<file path="src/rtl/l2_arbiter_pkg.sv">
// Shared types for the L2 request/answer arbiter.
// Requester ids, L2 channel bundles and answer routing helper.
package l2_arbiter_pkg;

  localparam int L2ARB_N_REQ     = 3;
  localparam int L2ARB_PADDR_W   = 32;
  localparam int L2ARB_LINE_W    = 128;
  localparam int L2ARB_WBB_TAG_W = 3;

  typedef enum logic [1:0] {
    L2ARB_IC  = 2'd0,
    L2ARB_DC  = 2'd1,
    L2ARB_PTW = 2'd2
  } l2arb_req_id_e;

  typedef enum logic [1:0] {
    l2arb_IReadLine  = 2'd0,
    l2arb_DReadLine  = 2'd1,
    l2arb_DWriteLine = 2'd2,
    l2arb_PTWLoad    = 2'd3
  } l2arb_req_type_e;

  typedef enum logic [2:0] {
    l2arb_s0_ILineRead    = 3'd0,
    l2arb_s0_DLineRead    = 3'd1,
    l2arb_s0_DLineWritten = 3'd2,
    l2arb_s0_DWbbWakeUp   = 3'd3,
    l2arb_s0_PTWLoad      = 3'd4
  } l2arb_ans_type_e;

  typedef struct packed {
    logic                       valid;
    l2arb_req_type_e            req_type;
    logic [L2ARB_WBB_TAG_W-1:0] wbb_tag;
    logic [L2ARB_PADDR_W-1:0]   paddr;
    logic [L2ARB_LINE_W-1:0]    line;
  } l2arb_l2c_req_t;

  typedef struct packed {
    logic                       valid;
    l2arb_ans_type_e            ans_type;
    logic [L2ARB_WBB_TAG_W-1:0] wbb_tag;
    logic [L2ARB_PADDR_W-1:0]   paddr;
    logic [L2ARB_LINE_W-1:0]    line;
  } l2c_l2arb_ans_t;

  // One-hot destination {PTW, DC, IC}; zero for an unknown type.
  function automatic logic [2:0] l2arb_ans_dest(input l2arb_ans_type_e t);
    logic [2:0] d;
    d = '0;
    case (t)
      l2arb_s0_ILineRead:    d = 3'b001;
      l2arb_s0_DLineRead,
      l2arb_s0_DLineWritten,
      l2arb_s0_DWbbWakeUp:   d = 3'b010;
      l2arb_s0_PTWLoad:      d = 3'b100;
      default:               d = 3'b000;
    endcase
    return d;
  endfunction

endpackage

</file>
<file path="src/rtl/l2_arbiter_rr.sv">
// Three-way round-robin grant, searching from the slot after the last winner.
// Purely combinational; one-hot grant {PTW, DC, IC}.
module rr_arbiter3
  import l2_arbiter_pkg::*;
(
  input  logic [2:0] req,
  input  logic [1:0] last,
  output logic [2:0] gnt
);

  always_comb begin
    gnt = '0;
    unique case (last)
      L2ARB_IC: begin
        if (req[1])      gnt = 3'b010;
        else if (req[2]) gnt = 3'b100;
        else if (req[0]) gnt = 3'b001;
      end
      L2ARB_DC: begin
        if (req[2])      gnt = 3'b100;
        else if (req[0]) gnt = 3'b001;
        else if (req[1]) gnt = 3'b010;
      end
      default: begin
        if (req[0])      gnt = 3'b001;
        else if (req[1]) gnt = 3'b010;
        else if (req[2]) gnt = 3'b100;
      end
    endcase
  end

endmodule

</file>
<file path="src/rtl/l2_arbiter.sv">
// Shares the L2 request channel among I-cache, D-cache and PTW,
// and routes L2 answers back by type with outstanding-request limits.
module l2_arbiter
  import l2_arbiter_pkg::*;
#(
  parameter int MAX_OUTST = 4
) (
  input  logic           clk_i,
  input  logic           rst_i,
  input  logic           flush_i,
  input  l2arb_l2c_req_t ic_req_i,
  output logic           ic_req_rdy_o,
  input  l2arb_l2c_req_t dc_req_i,
  output logic           dc_req_rdy_o,
  input  l2arb_l2c_req_t ptw_req_i,
  output logic           ptw_req_rdy_o,
  output l2arb_l2c_req_t l2arb_l2c_req_o,
  input  logic           l2c_l2arb_req_rdy_i,
  input  l2c_l2arb_ans_t l2c_l2arb_ans_i,
  output logic           l2arb_l2c_ans_rdy_o,
  output l2c_l2arb_ans_t ic_ans_o,
  output l2c_l2arb_ans_t dc_ans_o,
  output l2c_l2arb_ans_t ptw_ans_o,
  input  logic           ic_ans_rdy_i,
  input  logic           dc_ans_rdy_i,
  input  logic           ptw_ans_rdy_i
);

  localparam int CNT_W = $clog2(MAX_OUTST + 1);
  localparam logic [CNT_W-1:0] MAX_CNT = CNT_W'(MAX_OUTST);

  l2arb_l2c_req_t   req_q;
  logic [1:0]       owner_q;
  logic [1:0]       rr_q;
  logic [CNT_W-1:0] cnt_q [L2ARB_N_REQ];

  logic [2:0] vld;
  logic [2:0] pend;
  logic [2:0] elig;
  logic [2:0] arb_req;
  logic [2:0] gnt;
  logic [2:0] inc;
  logic [2:0] dec;
  logic [2:0] dst;
  logic       free;
  logic       hs_req;
  logic       ans_known;
  logic       hs_ans;

  assign vld    = {ptw_req_i.valid, dc_req_i.valid, ic_req_i.valid};
  assign free   = !req_q.valid || l2c_l2arb_req_rdy_i;
  assign hs_req = req_q.valid && l2c_l2arb_req_rdy_i;

  // The registered request counts against its owner until the L2 takes it.
  always_comb begin
    pend = '0;
    elig = '0;
    for (int i = 0; i < L2ARB_N_REQ; i++) begin
      pend[i] = req_q.valid && (owner_q == 2'(i));
      elig[i] = vld[i] &&
        (({1'b0, cnt_q[i]} + {{CNT_W{1'b0}}, pend[i]}) < {1'b0, MAX_CNT});
    end
  end

  assign arb_req = elig & {3{free && !flush_i}};

  rr_arbiter3 u_rr (
    .req  (arb_req),
    .last (rr_q),
    .gnt  (gnt)
  );

  assign ic_req_rdy_o    = gnt[0];
  assign dc_req_rdy_o    = gnt[1];
  assign ptw_req_rdy_o   = gnt[2];
  assign l2arb_l2c_req_o = req_q;

  always_ff @(posedge clk_i) begin
    if (rst_i) begin
      req_q   <= '0;
      owner_q <= L2ARB_IC;
      rr_q    <= L2ARB_PTW;
    end else if (flush_i) begin
      req_q.valid <= 1'b0;
    end else if (|gnt) begin
      unique case (1'b1)
        gnt[0]: begin
          req_q   <= ic_req_i;
          owner_q <= L2ARB_IC;
          rr_q    <= L2ARB_IC;
        end
        gnt[1]: begin
          req_q   <= dc_req_i;
          owner_q <= L2ARB_DC;
          rr_q    <= L2ARB_DC;
        end
        gnt[2]: begin
          req_q   <= ptw_req_i;
          owner_q <= L2ARB_PTW;
          rr_q    <= L2ARB_PTW;
        end
        default: ;
      endcase
    end else if (hs_req) begin
      req_q.valid <= 1'b0;
    end
  end

  assign dst       = l2arb_ans_dest(l2c_l2arb_ans_i.ans_type);
  assign ans_known = |dst;

  // Unknown answer types are drained so the L2 never stalls on them.
  assign l2arb_l2c_ans_rdy_o = ans_known ?
    |(dst & {ptw_ans_rdy_i, dc_ans_rdy_i, ic_ans_rdy_i}) : 1'b1;
  assign hs_ans = l2c_l2arb_ans_i.valid && l2arb_l2c_ans_rdy_o;

  always_comb begin
    ic_ans_o        = l2c_l2arb_ans_i;
    dc_ans_o        = l2c_l2arb_ans_i;
    ptw_ans_o       = l2c_l2arb_ans_i;
    ic_ans_o.valid  = l2c_l2arb_ans_i.valid && dst[0];
    dc_ans_o.valid  = l2c_l2arb_ans_i.valid && dst[1];
    ptw_ans_o.valid = l2c_l2arb_ans_i.valid && dst[2];
  end

  always_comb begin
    inc = '0;
    for (int i = 0; i < L2ARB_N_REQ; i++) begin
      inc[i] = hs_req && (owner_q == 2'(i));
    end
  end

  assign dec = {3{hs_ans}} & dst;

  always_ff @(posedge clk_i) begin
    for (int i = 0; i < L2ARB_N_REQ; i++) begin
      if (rst_i || flush_i) begin
        cnt_q[i] <= '0;
      end else if (inc[i] && !dec[i]) begin
        if (cnt_q[i] != MAX_CNT) cnt_q[i] <= cnt_q[i] + 1'b1;
      end else if (dec[i] && !inc[i]) begin
        if (cnt_q[i] != '0) cnt_q[i] <= cnt_q[i] - 1'b1;
      end
    end
  end

  a_ic_type: assert property (@(posedge clk_i) disable iff (rst_i)
    ic_req_i.valid |-> ic_req_i.req_type == l2arb_IReadLine);
  a_dc_type: assert property (@(posedge clk_i) disable iff (rst_i)
    dc_req_i.valid |-> (dc_req_i.req_type == l2arb_DReadLine ||
                        dc_req_i.req_type == l2arb_DWriteLine));
  a_ptw_type: assert property (@(posedge clk_i) disable iff (rst_i)
    ptw_req_i.valid |-> ptw_req_i.req_type == l2arb_PTWLoad);
  a_ans_known: assert property (@(posedge clk_i) disable iff (rst_i)
    l2c_l2arb_ans_i.valid |-> ans_known);

  for (genvar g = 0; g < L2ARB_N_REQ; g++) begin : g_cnt_chk
    a_dec_zero: assert property (@(posedge clk_i) disable iff (rst_i)
      (dec[g] && !inc[g]) |-> cnt_q[g] != '0);
    a_cnt_max: assert property (@(posedge clk_i) disable iff (rst_i)
      cnt_q[g] <= MAX_CNT);
  end

endmodule

</file>
<file path="config.mk">
export PLATFORM = sky130hd
export DESIGN_NAME = l2_arbiter
export DESIGN_NICKNAME = d
export VERILOG_FILES = /design/src/rtl/l2_arbiter_pkg.sv /design/src/rtl/l2_arbiter_rr.sv /design/src/rtl/l2_arbiter.sv
export SDC_FILE = /design/constraint.sdc
export NUM_CORES = 1
export LEC_CHECK = 0
export BUFFER_PORTS_ARGS = -buffer_cell sky130_fd_sc_hd__clkbuf_2
export CAP_MARGIN = 20
export CORE_AREA = 3 3 515 517
export CTS_CLUSTER_SIZE = 20
export DETAILED_ROUTE_END_ITERATION = 6
export DIE_AREA = 0 0 518 520
export PLACE_DENSITY = 0.3
export RECOVER_POWER = 100
export SLEW_MARGIN = 20
export SYNTH_ARGS = -nofsm -noshare
export SYNTH_HDL_FRONTEND = slang
export SYNTH_SLANG_ARGS = --single-unit
</file>
<file path="constraint.sdc">
create_clock -name clk_i -period 2.3 [get_ports clk_i]
set_input_delay 0.115 -clock clk_i [delete_from_list [all_inputs] [get_ports clk_i]]
set_output_delay 0.115 -clock clk_i [all_outputs]
set_load 0.005 [all_outputs]
</file>
==> run summary <==
cell accounting for the most synthesized area = buf_4
Area growth syn-to-layout = 102%
synth top area cells = buf_4, dfxtp_1, a221oi_1
Fillers = 30,500
die area = 269,000 um2
Synth Flop Type = dfxtp_1
Max Fanout on Critical Path = 5
max-slew violations = 0
slowest stage cell, crit path = or4_4
RSZ-0062 raised after global routing = true
number of top-level pins = 1,343
Hold Crit Class = in2reg
largest net degree at the start of global routing = 137
port bufs = 690
root buf cell = clkbuf_16
DPL Wire Length = 138 mm
ys async rst share = 0
storage element area = 3660 um2
Max clock buf depth = 3
worst-margin pin slew = 1.37 ns
Yosys warning count = 0
pre-CTS setup slack = -0.537 ns
failing checks = setup timing
WP buf/inv = 8
initial antenna violation count = 107
multi-input combinational cell area = 5770 um2
GRT Residual Overflow = 0
Worst-Skew Late Latency = 0.60 ns
wire per inst = 27.9 um
# DRC = 0
cell mode on critical path = buf_12
Worst Path Class, Setup = reg2reg
CTS tree = yes
synthesized cell area = 12,600 um2
Clock transition at path regs = 0.08 ns
worst path cell trace = buf_6 > inv_2 > or4_4 > o2bb2ai_4 > buf_6 > nor2_4 > buf_12 > buf_16 > buf_12 > buf_12 > buf_16 > a221oi_2 > a211oi_1
syn_area_per_cell = 8.07 um2
first-pass GRT wire length = 199 mm
# nets final = 3,013
final setup vio count = 161
leakage power figure = 9.62 nW
RePlAce Congestion = 0.885
Critical Path Source Type = flop
WP data required = 2.74 ns
Slowest Stage Delay on Critical Path = 0.54 ns
CTS Buf Count = 25
Worst Setup Slack, final = -0.310 ns
number of synthesized register bits = 178
FMAX = 383 MHz
Chip Height = 520 um
crit end category = flop
First-pass DRT Iterations = 5
drt first-iter violations = 921
FP Rows = 188
Post-synth EDFFs = 9
period utilization = 1.13
Via-to-Cell Ratio = 2.66
Antenna Nets Post-Route = 0
PwrDens = 541 nW/um2
cell count after synthesis = 1,557
Fin Hold WS = 0.0306 ns
critical path data arrival time = 3.05 ns
part of the Yosys area used for sequential elements = 0.291
Max VDD drop = 0.366 mV
count of max-cap constraint violations = 0
Die W = 518 um
Synth top area share = 0.306
Initial Util = 0.0480
CTS Sinks = 178
post-layout minimum cycle time = 2.61 ns
core area = 262,000 um2
Setup Skew = 0.0324 ns
Yosys cell types = 48
vias = 15,700
vias in the first global route = 16,100
status = complete, but fails checks
Detailed Route WL = 164 mm
total global-route track usage = 0.116
synthesized net count = 2,236
Final Util = 0.0970
final setup TNS = -24.84 ns
layout cells sized above 1 = 0.386
Max-Slew Margin vs Limit = 0.0872
Final Hold Violating Endpoints = 0
number of H-tree levels = 4
largest delay contributor family on the critical path = buffers and inverters
[sequential cells by signal, indices dropped and copies added (netlist names)]
name	count
l2arb_l2c_req_o	166
rr_q	1
cnt_q	9
owner_q	2
[what timing repair did]
| action | CTS | global route |
|---|---|---|
| hold endpoints to repair | 169 | 3 |
| hold buffers | 488 | 4 |
| pin swaps | 81 | 41 |
| buffers inserted | 37 | 12 |
| gates resized for setup | 181 | 83 |
| endpoints found under the setup margin | 169 | 169 |
| gates cloned | 21 | 6 |
[synthesized netlist by cell type (2+ instances only)]
| master | number |
|---|---|
| buf_4 | 512 |
| nor2_1 | 179 |
| nand2_1 | 175 |
| dfxtp_1 | 169 |
| a211oi_1 | 165 |
| a221oi_1 | 165 |
| clkbuf_1 | 59 |
| buf_2 | 34 |
| inv_1 | 11 |
| a21oi_1 | 10 |
| edfxtp_1 | 9 |
| ha_1 | 6 |
| nand2b_1 | 6 |
| mux2i_1 | 4 |
| nand3_1 | 4 |
| buf_1 | 3 |
| nor3_1 | 3 |
| o21a_1 | 3 |
| o221ai_1 | 3 |
| o22ai_1 | 3 |
| nand4_1 | 2 |
| nor2b_1 | 2 |
| o21ai_0 | 2 |
| or2_2 | 2 |
| or3_1 | 2 |
| xor2_1 | 2 |
[worst register-to-register path: stages (launching register included)]
cell       delay [ns]
dfxtp_2          0.34
buf_6            0.11
inv_2            0.04
or4_4            0.54
o2bb2ai_4        0.18
buf_6            0.13
nor2_4           0.12
buf_12           0.14
buf_16           0.15
buf_12           0.16
buf_12           0.11
buf_16           0.15
a221oi_2         0.05
a211oi_1         0.27
[area by class of cell]
cell class,instances,area share
Inverter,12,0.00178
Clock inverter,7,0.00256
Multi-Input combinational cell,759,0.227
Tap cell,3515,0.173
Clock buffer,26,0.0252
Timing Repair Buffer,1358,0.422
Sequential cell,178,0.144
Antenna cell,37,0.00365
[per-stage QoR]
stage	power (mW)	area, um2	instances
after detailed placement	7.88	17300	5261
after global routing	14.6	25300	5868
after floorplan	6.06	12600	1557
final	13.7	25400	5892
after global placement	7.88	17300	5261
after CTS	14.0	24900	5839
[logic make-up (layout without fill, tap and decap cells)]
logic type / count (synthesis) / count (layout) / synth area share
AOI/OAI and AO/OA: 361 / 361 / 0.233
xor gates and xnor gates: 3 / 3 / 0.00209
adders and majority gates: 7 / 7 / 0.00757
buffers and inverters: 620 / 1403 / 0.342
DFF: 178 / 178 / 0.291
muxes: 4 / 4 / 0.00319
other: 0 / 37 / 0
and+or+nand+nor: 384 / 384 / 0.122
[cells in the final DEF (no fill, tap or decap), types with 19 or more instances in the layout]
| cell type | netlist | routed |
|---|---|---|
| a211oi_1 | 165 | 149 |
| buf_16 | 0 | 26 |
| clkbuf_1 | 59 | 154 |
| a221oi_4 | 0 | 20 |
| nor2_1 | 179 | 179 |
| nand2_1 | 175 | 173 |
| clkbuf_2 | 0 | 535 |
| a221oi_1 | 165 | 43 |
| buf_12 | 0 | 37 |
| buf_6 | 0 | 19 |
| buf_4 | 512 | 76 |
| diode_2 | 0 | 37 |
| dlygate4sd3_1 | 0 | 492 |
| clkbuf_16 | 0 | 30 |
| a221oi_2 | 0 | 102 |
| dfxtp_1 | 169 | 167 |
[report_power, final]
part,switching [mW],internal [mW],leakage [nW]
clock network,1.91,2.11,0.347
logic,3.22,2.69,7.77
registers,0.270,3.54,1.50
total,5.40,8.34,9.62
[worst paths after layout]
check | start | endpoint | slack [ns] | depth (start not counted)
worst max-delay path | owner_q[0]$_SDFFE_PP0P_ | l2arb_l2c_req_o[67]$_SDFFE_PP0P_ | -0.31 | 13
worst min-delay path | ptw_req_i[87] | l2arb_l2c_req_o[87]$_SDFFE_PP0P_ | 0.03 | 3
worst max register to register | owner_q[0]$_SDFFE_PP0P_ | l2arb_l2c_req_o[67]$_SDFFE_PP0P_ | -0.31 | 13
worst min register to register | l2arb_l2c_req_o[33]$_SDFFE_PP0P_ | l2arb_l2c_req_o[33]$_SDFFE_PP0P_ | 0.50 | 2
[per-layer routing]
| metal | wire length [um] | vias to the layer above | share of wire | GRT usage |
|---|---|---|---|---|
| li1 | - | 6631 | - | - |
| met1 | 49200 | 7172 | 0.30 | 0.100 |
| met2 | 74500 | 1417 | 0.45 | 0.190 |
| met3 | 30500 | 412 | 0.19 | 0.0986 |
| met4 | 9380 | 50 | 0.057 | 0.0513 |
| met5 | 555 | - | 0.0034 | 0.00632 |
Note: power is estimated with default switching activity, not from simulation.
